File: src/rtl/branch_cond_unit_if.sv
`default_nettype none
// ============================================================================
// Module   : branch_cond_unit_if
// Purpose  : Decode/fetch-side bundle for the branch condition unit: CC writes,
//            branch request handshake, delay-slot sequencing and results.
// Revision : 1.0 - initial release
// ============================================================================
interface branch_cond_unit_if #(
    parameter int SEL_W = 1,
    parameter int CNT_W = 16
);
    logic             cc_we;
    logic [SEL_W-1:0] cc_wsel;
    logic [3:0]       cc_wdata;
    logic             br_valid;
    logic             br_ready;
    logic [3:0]       br_cond;
    logic             br_annul;
    logic [SEL_W-1:0] br_sel;
    logic             slot_valid;
    logic             flush;
    logic             res_valid;
    logic             res_taken;
    logic             res_annul;
    logic [CNT_W-1:0] taken_cnt;
    logic [CNT_W-1:0] total_cnt;

    modport master (
        output cc_we, cc_wsel, cc_wdata,
        output br_valid, br_cond, br_annul, br_sel,
        output slot_valid, flush,
        input  br_ready, res_valid, res_taken, res_annul, taken_cnt, total_cnt
    );

    modport slave (
        input  cc_we, cc_wsel, cc_wdata,
        input  br_valid, br_cond, br_annul, br_sel,
        input  slot_valid, flush,
        output br_ready, res_valid, res_taken, res_annul, taken_cnt, total_cnt
    );
endinterface
`default_nettype wire

File: src/rtl/branch_cond_unit.sv
`default_nettype none
// ============================================================================
// Module   : branch_cond_unit
// Purpose  : Bicc evaluation against banked integer condition codes with
//            same-cycle forwarding, registered taken/annul and delay-slot FSM.
// Revision : 1.0 - initial release
// ============================================================================
module branch_cond_unit #(
    parameter int NUM_CC = 2,
    parameter int SEL_W  = (NUM_CC > 1) ? $clog2(NUM_CC) : 1,
    parameter int CNT_W  = 16
) (
    input  wire logic         clk,
    input  wire logic         rst_n,
    branch_cond_unit_if.slave bus
);

    localparam logic [3:0] c_cond_ba = 4'b1000;

    typedef enum logic [0:0] {
        ST_IDLE = 1'b0,
        ST_SLOT = 1'b1
    } state_t;

    state_t           r_state;
    state_t           w_state_nxt;
    logic [3:0]       r_cc [NUM_CC];
    logic [3:0]       w_flags;
    logic             w_base;
    logic             w_taken;
    logic             w_annul;
    logic             w_ready;
    logic             w_accept;
    logic             r_res_valid;
    logic             r_res_taken;
    logic             r_res_annul;
    logic [CNT_W-1:0] r_taken_cnt;
    logic [CNT_W-1:0] r_total_cnt;

    // Out-of-range selects match no bank: writes drop, reads see all-zero flags.
    always_ff @(posedge clk or negedge rst_n) begin
        if (!rst_n) begin
            for (int i = 0; i < NUM_CC; i++) r_cc[i] <= '0;
        end else if (bus.cc_we) begin
            for (int i = 0; i < NUM_CC; i++) begin
                if (bus.cc_wsel == SEL_W'(i)) r_cc[i] <= bus.cc_wdata;
            end
        end
    end

    always_comb begin
        w_flags = '0;
        for (int i = 0; i < NUM_CC; i++) begin
            if (bus.br_sel == SEL_W'(i)) begin
                w_flags = (bus.cc_we && (bus.cc_wsel == bus.br_sel)) ? bus.cc_wdata : r_cc[i];
            end
        end
    end

    // Low three bits pick the test, bit 3 inverts it ({N,Z,V,C} = w_flags[3:0]).
    always_comb begin
        w_base = 1'b0;
        case (bus.br_cond[2:0])
            3'd0:    w_base = 1'b0;
            3'd1:    w_base = w_flags[2];
            3'd2:    w_base = w_flags[2] | (w_flags[3] ^ w_flags[1]);
            3'd3:    w_base = w_flags[3] ^ w_flags[1];
            3'd4:    w_base = w_flags[0] | w_flags[2];
            3'd5:    w_base = w_flags[0];
            3'd6:    w_base = w_flags[3];
            default: w_base = w_flags[1];
        endcase
        w_taken = w_base ^ bus.br_cond[3];
        w_annul = bus.br_annul && (!w_taken || (bus.br_cond == c_cond_ba));
    end

    assign w_ready  = (r_state == ST_IDLE);
    assign w_accept = bus.br_valid && w_ready && !bus.flush;

    always_ff @(posedge clk or negedge rst_n) begin
        if (!rst_n) r_state <= ST_IDLE;
        else        r_state <= w_state_nxt;
    end

    always_comb begin
        w_state_nxt = r_state;
        if (bus.flush) begin
            w_state_nxt = ST_IDLE;
        end else begin
            case (r_state)
                ST_IDLE: if (w_accept)       w_state_nxt = ST_SLOT;
                ST_SLOT: if (bus.slot_valid) w_state_nxt = ST_IDLE;
                default:                     w_state_nxt = ST_IDLE;
            endcase
        end
    end

    always_ff @(posedge clk or negedge rst_n) begin
        if (!rst_n) begin
            r_res_valid <= 1'b0;
            r_res_taken <= 1'b0;
            r_res_annul <= 1'b0;
            r_taken_cnt <= '0;
            r_total_cnt <= '0;
        end else begin
            r_res_valid <= w_accept;
            if (w_accept) begin
                r_res_taken <= w_taken;
                r_res_annul <= w_annul;
                r_total_cnt <= r_total_cnt + 1'b1;
                if (w_taken) r_taken_cnt <= r_taken_cnt + 1'b1;
            end
        end
    end

    assign bus.br_ready  = w_ready;
    assign bus.res_valid = r_res_valid;
    assign bus.res_taken = r_res_taken;
    assign bus.res_annul = r_res_annul;
    assign bus.taken_cnt = r_taken_cnt;
    assign bus.total_cnt = r_total_cnt;

endmodule
`default_nettype wire
File: src/flat_wrapper.sv
// flat-port wrapper written by rule: the top's interface ports become plain ports
module branch_cond_unit_flat 
#(
    parameter int NUM_CC = 2,
    parameter int SEL_W  = (NUM_CC > 1) ? $clog2(NUM_CC) : 1,
    parameter int CNT_W  = 16
)
  (clk, rst_n, bus_cc_we, bus_cc_wsel, bus_cc_wdata, bus_br_valid, bus_br_cond, bus_br_annul, bus_br_sel, bus_slot_valid, bus_flush, bus_br_ready, bus_res_valid, bus_res_taken, bus_res_annul, bus_taken_cnt, bus_total_cnt);
  branch_cond_unit_if #(.SEL_W(SEL_W), .CNT_W(CNT_W)) bus_i ();
  input  wire logic clk;
  input  wire logic rst_n;
  input wire logic [$bits(bus_i.cc_we)-1:0] bus_cc_we;
  input wire logic [$bits(bus_i.cc_wsel)-1:0] bus_cc_wsel;
  input wire logic [$bits(bus_i.cc_wdata)-1:0] bus_cc_wdata;
  input wire logic [$bits(bus_i.br_valid)-1:0] bus_br_valid;
  input wire logic [$bits(bus_i.br_cond)-1:0] bus_br_cond;
  input wire logic [$bits(bus_i.br_annul)-1:0] bus_br_annul;
  input wire logic [$bits(bus_i.br_sel)-1:0] bus_br_sel;
  input wire logic [$bits(bus_i.slot_valid)-1:0] bus_slot_valid;
  input wire logic [$bits(bus_i.flush)-1:0] bus_flush;
  output wire logic [$bits(bus_i.br_ready)-1:0] bus_br_ready;
  output wire logic [$bits(bus_i.res_valid)-1:0] bus_res_valid;
  output wire logic [$bits(bus_i.res_taken)-1:0] bus_res_taken;
  output wire logic [$bits(bus_i.res_annul)-1:0] bus_res_annul;
  output wire logic [$bits(bus_i.taken_cnt)-1:0] bus_taken_cnt;
  output wire logic [$bits(bus_i.total_cnt)-1:0] bus_total_cnt;
  assign bus_i.cc_we = bus_cc_we;
  assign bus_i.cc_wsel = bus_cc_wsel;
  assign bus_i.cc_wdata = bus_cc_wdata;
  assign bus_i.br_valid = bus_br_valid;
  assign bus_i.br_cond = bus_br_cond;
  assign bus_i.br_annul = bus_br_annul;
  assign bus_i.br_sel = bus_br_sel;
  assign bus_i.slot_valid = bus_slot_valid;
  assign bus_i.flush = bus_flush;
  assign bus_br_ready = bus_i.br_ready;
  assign bus_res_valid = bus_i.res_valid;
  assign bus_res_taken = bus_i.res_taken;
  assign bus_res_annul = bus_i.res_annul;
  assign bus_taken_cnt = bus_i.taken_cnt;
  assign bus_total_cnt = bus_i.total_cnt;
  branch_cond_unit #(.NUM_CC(NUM_CC), .SEL_W(SEL_W), .CNT_W(CNT_W)) u_core (.clk(clk), .rst_n(rst_n), .bus(bus_i));
endmodule
File: config.mk
export PLATFORM = sky130hd
export DESIGN_NAME = branch_cond_unit_flat
export DESIGN_NICKNAME = d
export VERILOG_FILES = /design/src/rtl/branch_cond_unit_if.sv /design/src/rtl/branch_cond_unit.sv /design/src/flat_wrapper.sv
export SDC_FILE = /design/constraint.sdc
export NUM_CORES = 1
export LEC_CHECK = 0
export ABC_AREA = 1
export BUFFER_PORTS_ARGS = -buffer_cell sky130_fd_sc_hd__buf_4
export CAP_MARGIN = 40
export CORE_MARGIN = 1.5
export CORE_UTILIZATION = 46
export DETAILED_ROUTE_END_ITERATION = 8
export HOLD_SLACK_MARGIN = 0.08
export PLACE_DENSITY = 0.81
export SLEW_MARGIN = 30
export SYNTH_ARGS = -nofsm -noshare
export SYNTH_HDL_FRONTEND = slang
export SYNTH_SLANG_ARGS = --single-unit
File: constraint.sdc
create_clock -name clk -period 4.85 [get_ports clk]
set_input_delay 0.2425 -clock clk [delete_from_list [all_inputs] [get_ports clk]]
set_output_delay 0.2425 -clock clk [all_outputs]
set_load 0.02 [all_outputs]
# --- After elaboration in Yosys (flattened, before gate mapping) ---
# Cells that the tools add are included.
word_totals:
  regBits: 44
  latchBits: 0
  mem_bits_rw: 0
  romBits: 0
  input_bits: 17
  output_inout_bits: 36
  word_cells: 43
  n_memories: 0
classes:
  n_addsub: 2
  mul: 0
  n_div: 0
  n_lt_le_gt_ge: 0
  n_eq_ne: 8
  n_shift: 0
  mux: 8
  n_bitwise: 6
  reduce_logical: 11
ops:
  columns: ["operator", "count"]
  rows:
  - ["$add A16 B1 Y16 const B", 2]
  - ["$mux W4", 3]
  - ["$eq A3 B3 Y1 const B", 3]
  - ["$pmux W1 S7", 1]
  - ["$eq A3 B2 Y1 const B", 2]
  - ["$reduce_and A2 Y1", 3]
  - ["$eq A4 B4 Y1 const B", 1]
  - ["$logic_and A1 B1 Y1", 4]
  - ["$eq A3 B1 Y1 const B", 1]
  - ["$logic_not A3 Y1", 1]
  - ["$mux W1", 3]
  - ["$logic_not A1 Y1", 2]
  - ["$not A1 Y1", 2]
  - ["$or A1 B1 Y1", 2]
  - ["$pmux W1 S2", 1]
  - ["$xor A1 B1 Y1", 2]
  - ["$eq A1 B1 Y1", 1]
  - ["$logic_or A1 B1 Y1", 1]

# --- Depth between registers and ports, before layout ---
# Gate-level depths: netlist of run 1.
logic_depth:
  word_depth: 11
  ltp_mapped: 16
  depth_no_buf: 14

# --- Least setup slack after synthesis of run 1 ---
# No wires, ideal clock.
synth_path:
  path_kind: "register to register"
  start: "reg u_core.r_total_cnt[0], in the netlist u_core.bus.total_cnt[0]"
  end: "reg u_core.r_total_cnt[14], in the netlist u_core.bus.total_cnt[14]"
  arrival_time_ps: 1769
  slack_ps: 3001
  path_stages_with_launch: 11
  synth_period_minus_slack_ps: 1849
  path_cell_list: "dfrtp_1 > ha_1 > nand3_1 > nor3_1 > nand3_1 > nor2_1 > nand2_1 > nor2_1 > nand3_1 > nor2_1 > xor2_1"
synth_via:
  elab_chain_cells: 1
synth_lines:
  columns: ["item", "line", "rtl"]
  rows:
  - ["from (decl)", "branch_cond_unit.sv:38", "logic [CNT_W-1:0] r_total_cnt;"]
  - ["from (signal assigned)", "branch_cond_unit.sv:110", "r_total_cnt <= r_total_cnt + 1'b1;"]
  - ["$add A16 B1 Y16", "branch_cond_unit.sv:110", null]
# Every way passes these cells.
# A chain may end at the register's enable or synchronous reset.

# --- Worst setup path in the final report of run 1 ---
layout_path:
  start: "reg u_core.r_state"
  end: "reg u_core.r_total_cnt[14], in the netlist u_core.bus.total_cnt[14]"
layout_via:
  elab_chain_cells: 3
layout_lines:
  columns: ["item", "line", "rtl"]
  rows:
  - ["from (decl)", "branch_cond_unit.sv:25", "state_t r_state;"]
  - ["from (signal assigned)", "branch_cond_unit.sv:82", "else r_state <= w_state_nxt;"]
  - ["$not A1 Y1", "branch_cond_unit.sv:77", "assign w_ready = (r_state == ST_IDLE);"]
  - ["$logic_and A1 B1 Y1 (2 in series)", "branch_cond_unit.sv:78", "assign w_accept = bus.br_valid && w_ready && !bus.flush;"]
# Every way passes these cells.

==> summary.txt, run 1 <==
Floorplanning
  • Die height: 77.2 um
  • Total die area: 0.00596 mm2
  • Boundary Pins: 53
  • Starting Density: 48.7%
  • Die width: 77.2 um
  • Core area: 0.00520 mm2
  • Rows: 26

Timing
  • Final setup vio count: 0
  • Crit share post-route: 46.8%
  • Clk_skew: 0.00676 ns
  • RSZ-0062 raised after global routing: no
  • Final min period: 2.27 ns
  • Maximum clock frequency: 441 MHz
  • Setup tns final: 0 ns
  • Slew HR: 54.8%
  • Final Slew Violations: 0
  • Slew @ Worst Pin: 0.678 ns
  • Fin. Hold Viols: 0

Worst setup path
  • First element of the critical path: u_core.r_state
  • CP max FO: 21
  • Worst Path Arrival: 2.50 ns
  • Critical path class: reg2reg
  • WP data required: 5.08 ns
  • Crit end category: register
  • Critical path launch point type: register
  • Reg-to-Reg Start: u_core.r_state

Clock network
  • Cts bufs inserted: 5
  • Bufs on Longest Clock Path: 2
  • Clock Latency Late Sink: 0.30 ns
  • CTS tree: yes
  • Hold buffers post-CTS: 1
  • CTS Sinks: 44
  • Post-CTS Setup Repair Bufs: 0
  • Root buf cell: clkbuf_8
  • H-Tree Level Count: 2
  • Post-CTS Resized: 0
  • Clock Pin Slew Worst Setup and Hold Paths: 0.08 ns

Synthesis
  • Seq/Total Area, Yosys: 43.5%
  • Syn Inst Count: 309
  • Syn_nets: 328
  • Synthesis-stage register bit count: 44
  • Synth unique cells: 29
  • Synth warnings: 0
  • Synthesized area: 0.00253 mm2
  • Avg Cell Area, Syn: 8.20 um2

Run status
  • Outcome: complete, no violations

Run
  • Max-cap violations: 0

GRT
  • Busiest layer in global routing: met2
  • Vias in the first global route: 2097
  • Gr ovfl total: 0
  • Met3 usage: 3.21%
  • Tot GR Track Use: 19.0%
  • Largest net degree at the start of global routing: 45
  • Met1 Resource Use GR: 24.1%
  • GR Layer Usage met2: 32.1%
  • First-pass GRT wire length: 9180 um
  • Initial antenna violation count: 0

Pwr
  • PD cells: 353 mW/mm2
  • P_leak: 1.60 nW
  • Max VDD drop: 0.256 mV
  • PnR Total Power: 1.08 mW

Finish
  • Fraction of layout cells with a size suffix above 1: 24.8%
  • Antenna Cells: 0
  • P&R area growth vs syn: 20.9%
  • Nets@finish: 381

Worst hold path
  • Hold crit path type: in2reg
  • Hold Path Origin: bus_slot_valid

Place
  • Gpl congestion: 0.872
  • I/O Buffers: 52
  • Detailed Place HPWL: 3840 um

Drt
  • Wirelength per Cell: 12.2 um
  • Via Count: 2170
  • DRT Pass-1 Iters: 4
  • Total Routed Length: 5270 um
  • First DRT Iteration DRCs: 116
  • Vias per inst: 5.01
  • Drt drc: 0
  • Final ANT Viol Nets: 0
==> Yosys cell counts (all sizes together) <==
cell type  instances  share of area, %
nand2            100                17
dfrtp             44                43
inv               34               5.1
nand3             24               6.4
nand4             24               5.9
nor2              20               3.0
o21ai             15               3.1
xor2              15               5.2
xnor2             12               4.2
buf                7               2.2
nor3               5               1.2
a21oi              3              0.74
ha                 2              0.99
nand3b             1              0.30
nor4               1              0.25
o31ai              1              0.30
or2                1              0.25
==> state kept, by name, summed over array words and instances (netlist names) <==
name                  count
u_core.bus.res_annul      1
u_core.bus.res_taken      1
u_core.r_state            1
u_core.r_cc               8
u_core.bus.res_valid      1
u_core.bus.taken_cnt     16
u_core.bus.total_cnt     16
==> per-stage QoR <==
step	setup WS, ns	hold slack (ns)	cells	util (%)	instance area [um2]
detailed placement	2.61	0.266	424	56.8	2950
global placement	2.72	0.264	424	56.8	2950
global route	2.31	0.140	433	58.8	3060
floorplan	3.00	-0.0531	309	-	2530
CTS	2.57	0.124	433	58.8	3060
finish	2.58	0.126	433	58.8	3060
==> metal layers <==
| layer | up-vias | wire length, um |
|---|---|---|
| met4 | 0 | 95 |
| met5 | - | 0 |
| met1 | 1008 | 2370 |
| met3 | 9 | 231 |
| met2 | 48 | 2570 |
| li1 | 1105 | - |
==> power by group <==
group | leakage [nW] | switching, mW | internal [mW]
Clock | 0.0434 | 0.132 | 0.115
Combinational | 0.997 | 0.203 | 0.136
Sequential | 0.561 | 0.0659 | 0.427
==> final cells by class <==
type                       count  area, um2
clock buffer                   6       82.6
clock inverter                 2       15.0
fill                         457       2140
inverter                      34        130
multi-input combinational    224       1240
sequential                    44       1100
tap                           70       87.6
timing repair buffer          53        400
==> worst paths after layout <==
check	end	slack, ns	cells past startpoint
worst max-delay path	u_core.bus.total_cnt[14]	2.58	10
worst min-delay path	u_core.r_state	0.13	2
worst max register to register	u_core.bus.total_cnt[14]	2.58	10
worst min register to register	u_core.r_cc[4]	0.49	2
max in group asynchronous	u_core.bus.total_cnt[6]	4.01	2
min in group asynchronous	u_core.bus.total_cnt[14]	0.46	2
==> cells by family after synthesis <==
kind of cell               share of synthesized area, %
xor gates and xnor gates                           9.34
buffers and inverters                              7.36
AOI/OAI and AO/OA                                  4.15
and+or+nand+nor                                    34.7
adders and majority gates                         0.988
DFF                                                43.5
==> critical path, cell delays in order, from the launching register on <==
cell	delay [ns]
dfrtp_1	0.37
inv_1	0.10
nand2_2	0.15
inv_1	0.54
nand3_1	0.18
nor2_1	0.18
nand2_1	0.08
nor2_1	0.18
nand3_1	0.14
nor2_1	0.13
xor2_1	0.15
==> cell usage in the layout, fill, tap and decap left out <==
cell	synthesis	layout
nor3_2	1	1
ha_1	2	2
o21ai_1	1	1
a21oi_1	2	2
inv_1	32	32
nand3b_1	1	1
or2_2	1	1
nand2_4	3	3
nand4_1	24	24
o31ai_1	1	1
o21ai_0	13	13
nand3_2	1	1
nand3_1	20	20
clkbuf_8	0	6
dlygate4sd3_1	0	1
xor2_1	15	15
nand2_1	80	80
nand3_4	3	3
inv_4	1	1
o21ai_2	1	1
clkinvlp_4	0	2
nor3_1	4	4
dfrtp_1	44	44
nor4_1	1	1
xnor2_1	12	12
nand2_2	17	17
buf_4	0	52
nor2_1	20	20
inv_2	1	1
a21oi_2	1	1
Power figures use the tool's default switching activity.
==> run 2, diff against run 1 <==
--- a/config.mk
+++ b/config.mk
@@ -5,7 +5,7 @@
 export SDC_FILE = /design/constraint.sdc
 export NUM_CORES = 1
 export LEC_CHECK = 0
-export ABC_AREA = 1
+export ABC_AREA = 0
 export BUFFER_PORTS_ARGS = -buffer_cell sky130_fd_sc_hd__buf_4
 export CAP_MARGIN = 40
 export CORE_MARGIN = 1.5
==> constraint.sdc (replaced) <==
create_clock -name clk -period 2.2 [get_ports clk]
set_input_delay 0.11 -clock clk [delete_from_list [all_inputs] [get_ports clk]]
set_output_delay 0.11 -clock clk [all_outputs]
set_load 0.02 [all_outputs]
==> summary.txt, run 2 <==
Synthesis
  • EDFF count, synth: 0 (unchanged)
  • Syn Inst Count: 261 (-16%)
  • Most used DFF post-synth: dfrtp_1
  • Synth warnings: 0 (unchanged)
  • Top cell type by total area after synthesis: dfrtp_1
  • Syn_nets: 280 (-15%)
  • Synth unique cells: 44 (+52%)
  • Top cells by count, synth: dfrtp_1 (44), nand2_1 (42), nor2_1 (22)
  • Synth async-reset ratio: 100% (unchanged)
  • Synthesized area: 0.00250 mm2 (-1.3%)
  • Avg Cell Area, Syn: 9.57 um2 (+17%)
  • Synthesis-stage register bit count: 44 (unchanged)
  • Synth top area share: 44.1% (+0.59 points)
  • Top-count cell post-synth: dfrtp_1
  • Seq/Total Area, Yosys: 44.1% (+0.59 points)
  • Dominant cells by area after synthesis: dfrtp_1 (44%), xnor2_1 (7.4%), nand2_1 (6.3%)

Clock network
  • Root buf cell: clkbuf_8
  • H-Tree Level Count: 2 (unchanged)
  • Cts bufs inserted: 5 (unchanged)
  • Bufs on Longest Clock Path: 2 (unchanged)
  • CTS tree: yes
  • CTS Sinks: 44 (unchanged)
  • Clock Pin Slew Worst Setup and Hold Paths: 0.09 ns (about the same)
  • Clock Latency Late Sink: 0.30 ns (about the same)

Timing
  • Crit share post-route: 102% (+55 points)
  • RSZ-0062 raised after global routing: yes
  • Hold WS: 0.166 ns (+0.0393 ns)
  • Final setup vio count: 5 (+5)
  • Final Slew Violations: 0 (unchanged)
  • Final min period: 2.24 ns (-0.0229 ns)
  • Fin. Hold Viols: 0 (unchanged)
  • Clk_skew: 0.00550 ns (-0.00126 ns)
  • Smallest setup slack after layout: -0.0448 ns (-2.63 ns)
  • Maximum clock frequency: 445 MHz (+1.0%)
  • Slew @ Worst Pin: 0.564 ns (-0.114 ns)
  • Slew HR: 62.4% (+7.7 points)

Floorplanning
  • Boundary Pins: 53 (unchanged)
  • Starting Density: 48.3% (-0.35 points)
  • Die height: 76.7 um (-0.64%)
  • Total die area: 0.00588 mm2 (-1.3%)
  • Die width: 76.7 um (-0.64%)
  • Core area: 0.00517 mm2 (-0.62%)
  • Rows: 26 (unchanged)

Drt
  • Routed wl met3: 290 um (+26%)
  • Drt drc: 0 (unchanged)
  • Total Routed Length: 5880 um (+12%)
  • Metal2 WL: 3000 um (+17%)
  • Top Layer Used: met4
  • Wirelength per Cell: 14.4 um (+18%)
  • First DRT Iteration DRCs: 79 (-32%)
  • Vias per inst: 5.22 (+4.1%)
  • DRT Pass-1 Iters: 4 (unchanged)
  • Via Count: 2133 (-1.7%)
  • WL met1: 2530 um (+6.7%)
  • Final ANT Viol Nets: 0 (unchanged)

Place
  • Gpl congestion: 0.865 (-0.72%)
  • I/O Buffers: 52 (unchanged)
  • Detailed Place HPWL: 4030 um (+5.2%)
  • Setup Slack @ Placement: -0.148 ns (-2.76 ns)

Worst hold path
  • Hold crit path type: in2reg
  • Hold Path Origin: bus_cc_we
  • Hold EP: u_core.r_cc[6]
  • WHS Path Cells: 4 (+2)

Pwr
  • Comb pwr share: 33.2% (+1.8 points)
  • Reg power frac: 41.4% (-4.3 points)
  • Max VDD drop: 0.505 mV (+97%)
  • Switch Pwr: 0.870 mW (+120%)
  • Switching Fraction: 34.2% (-3.0 points)
  • Clock Power Share: 25.4% (+2.5 points)
  • P_leak: 1.54 nW (-3.9%)
  • Internal: 1.67 mW (+150%)
  • PnR Total Power: 2.54 mW (+140%)
  • PD cells: 768 mW/mm2 (+120%)

Finish
  • Post-layout util: 64.1% (+5.2 points)
  • Fillers: 435 (-4.8%)
  • Most frequent cells in the layout: buf_4 (70), dfrtp_1 (43), nand2_1 (42), nor2_1 (22), xnor2_1 (21)
  • Commonest non-fill, non-tap cell in the layout: buf_4
  • Nets@finish: 357 (-6.3%)
  • Area of the multi-input gates: 0.00135 mm2 (+8.7%)
  • Antenna Cells: 0 (unchanged)
  • Fraction of layout cells with a size suffix above 1: 30.1% (+5.3 points)
  • P&R area growth vs syn: 32.6%
  • Register area: 0.00110 mm2 (+0.11%)

Worst setup path
  • Worst Path Arrival: 2.44 ns (-0.06 ns)
  • Crit end category: register
  • Reg2reg path depth: 7 (-3)
  • CP max FO: 4 (-81%)
  • WP data required: 2.39 ns (-2.69 ns)
  • Capture point of the worst reg-to-reg path: u_core.bus.taken_cnt[1]
  • Critical path class: reg2reg
  • Reg2reg setup slack: -0.04 ns (-2.63 ns)
  • Critical path launch point type: register
  • Reg-to-Reg Start: u_core.r_cc[3]

GRT
  • First-pass GRT wire length: 9380 um (+2.2%)
  • Gr ovfl total: 0 (unchanged)
  • Initial antenna violation count: 0 (unchanged)
  • Largest net degree at the start of global routing: 45 (unchanged)
  • Vias in the first global route: 2071 (-1.2%)
  • Tot GR Track Use: 19.6% (+0.65 points)

Run status
  • Failing checks: setup timing
  • Outcome: finished, violations left

Run
  • Max-cap violations: 0 (unchanged)
[run 2: cell types whose count changed in the layout (fill, tap and decap cells not counted), moves of 7 or more]
| cell | delta |
|---|---|
| nand2_1 | -38 |
| inv_1 | -24 |
| buf_4 | +18 |
| nand4_1 | -18 |
| nand2_2 | -17 |
| nor3_1 | +14 |
| nand3_1 | -12 |
| o21ai_0 | -9 |
| xnor2_1 | +9 |
| mux2i_1 | +8 |
| dlygate4sd3_1 | +7 |
[run 2: cell families after synthesis]
group / share of synthesized area, %
fa+ha+maj: 1.40
simple gates: 23.3
flops: 44.1
mux: 9.66
xor+xnor: 10.9
buf+inv: 4.36
compound gates: 6.36
[run 2: worst max-delay path by stage]
stage / from / slack, ns / endpoint
2_1_floorplan: u_core.bus.taken_cnt[2] / -0.04 / u_core.bus.taken_cnt[15]
3_3_place_gp: u_core.r_cc[3] / -0.07 / u_core.bus.taken_cnt[4]
3_5_place_dp: u_core.r_cc[3] / -0.15 / u_core.bus.taken_cnt[12]
4_1_cts: u_core.r_cc[3] / -0.05 / u_core.bus.taken_cnt[1]
5_1_grt: u_core.r_cc[3] / -0.09 / u_core.bus.taken_cnt[6]
6_report: u_core.r_cc[3] / -0.04 / u_core.bus.taken_cnt[1]
[run 2: what timing repair did]
item | CTS | global route
resized for setup | 2 | 12
pin swaps | 1 | 2
setup buffers | 1 | 3
hold buffers | 8 | 0
endpoints found under the setup margin | 15 | 17
endpoints found under the hold margin | 53 | 0
[run 2: power groups by stage]
| stage | Combinational, mW | Clock (mW) | Sequential (mW) |
|---|---|---|---|
| 2_1_floorplan | 0.368 | 0 | 1.17 |
| 3_3_place_gp | 0.756 | 0 | 1.06 |
| 3_5_place_dp | 0.775 | 0 | 1.07 |
| 4_1_cts | 0.798 | 0.664 | 1.05 |
| 5_1_grt | 0.917 | 0.693 | 1.07 |
| 6_report | 0.845 | 0.646 | 1.05 |
[run 2: layout make-up]
cell class,count,share of cell area [%]
Clock buffer,5,2.08
Tap cell,70,2.64
Timing Repair Buffer,79,18.7
Multi-Input combinational cell,199,40.9
Clock inverter,3,1.40
Inverter,9,1.02
Sequential cell,44,33.3
[run 2: layer usage]
layer,track usage (%),vias to the layer above
li1,-,1051
met1,25.2,1017
met2,33.5,57
met3,4.40,8
met4,4.63,0
met5,0,-
[run 2: worst max-delay path, cell delays in order (launching register included)]
cell and delay, ns:
dfrtp_1 0.40, nor2b_4 0.05, mux2_4 0.28, or3_4 0.34
xor2_2 0.21, o221a_4 0.27, mux2i_4 0.27, mux2_4 0.31
[run 2: metrics by stage]
| step | area [um2] | cells | TNS [ns] |
|---|---|---|---|
| after floorplan | 2510 | 261 | -0.0763 |
| after global placement | 3020 | 389 | -0.681 |
| after detailed placement | 3020 | 389 | -1.29 |
| after CTS | 3230 | 406 | -0.113 |
| after global routing | 3310 | 409 | -0.951 |
| final | 3310 | 409 | -0.115 |
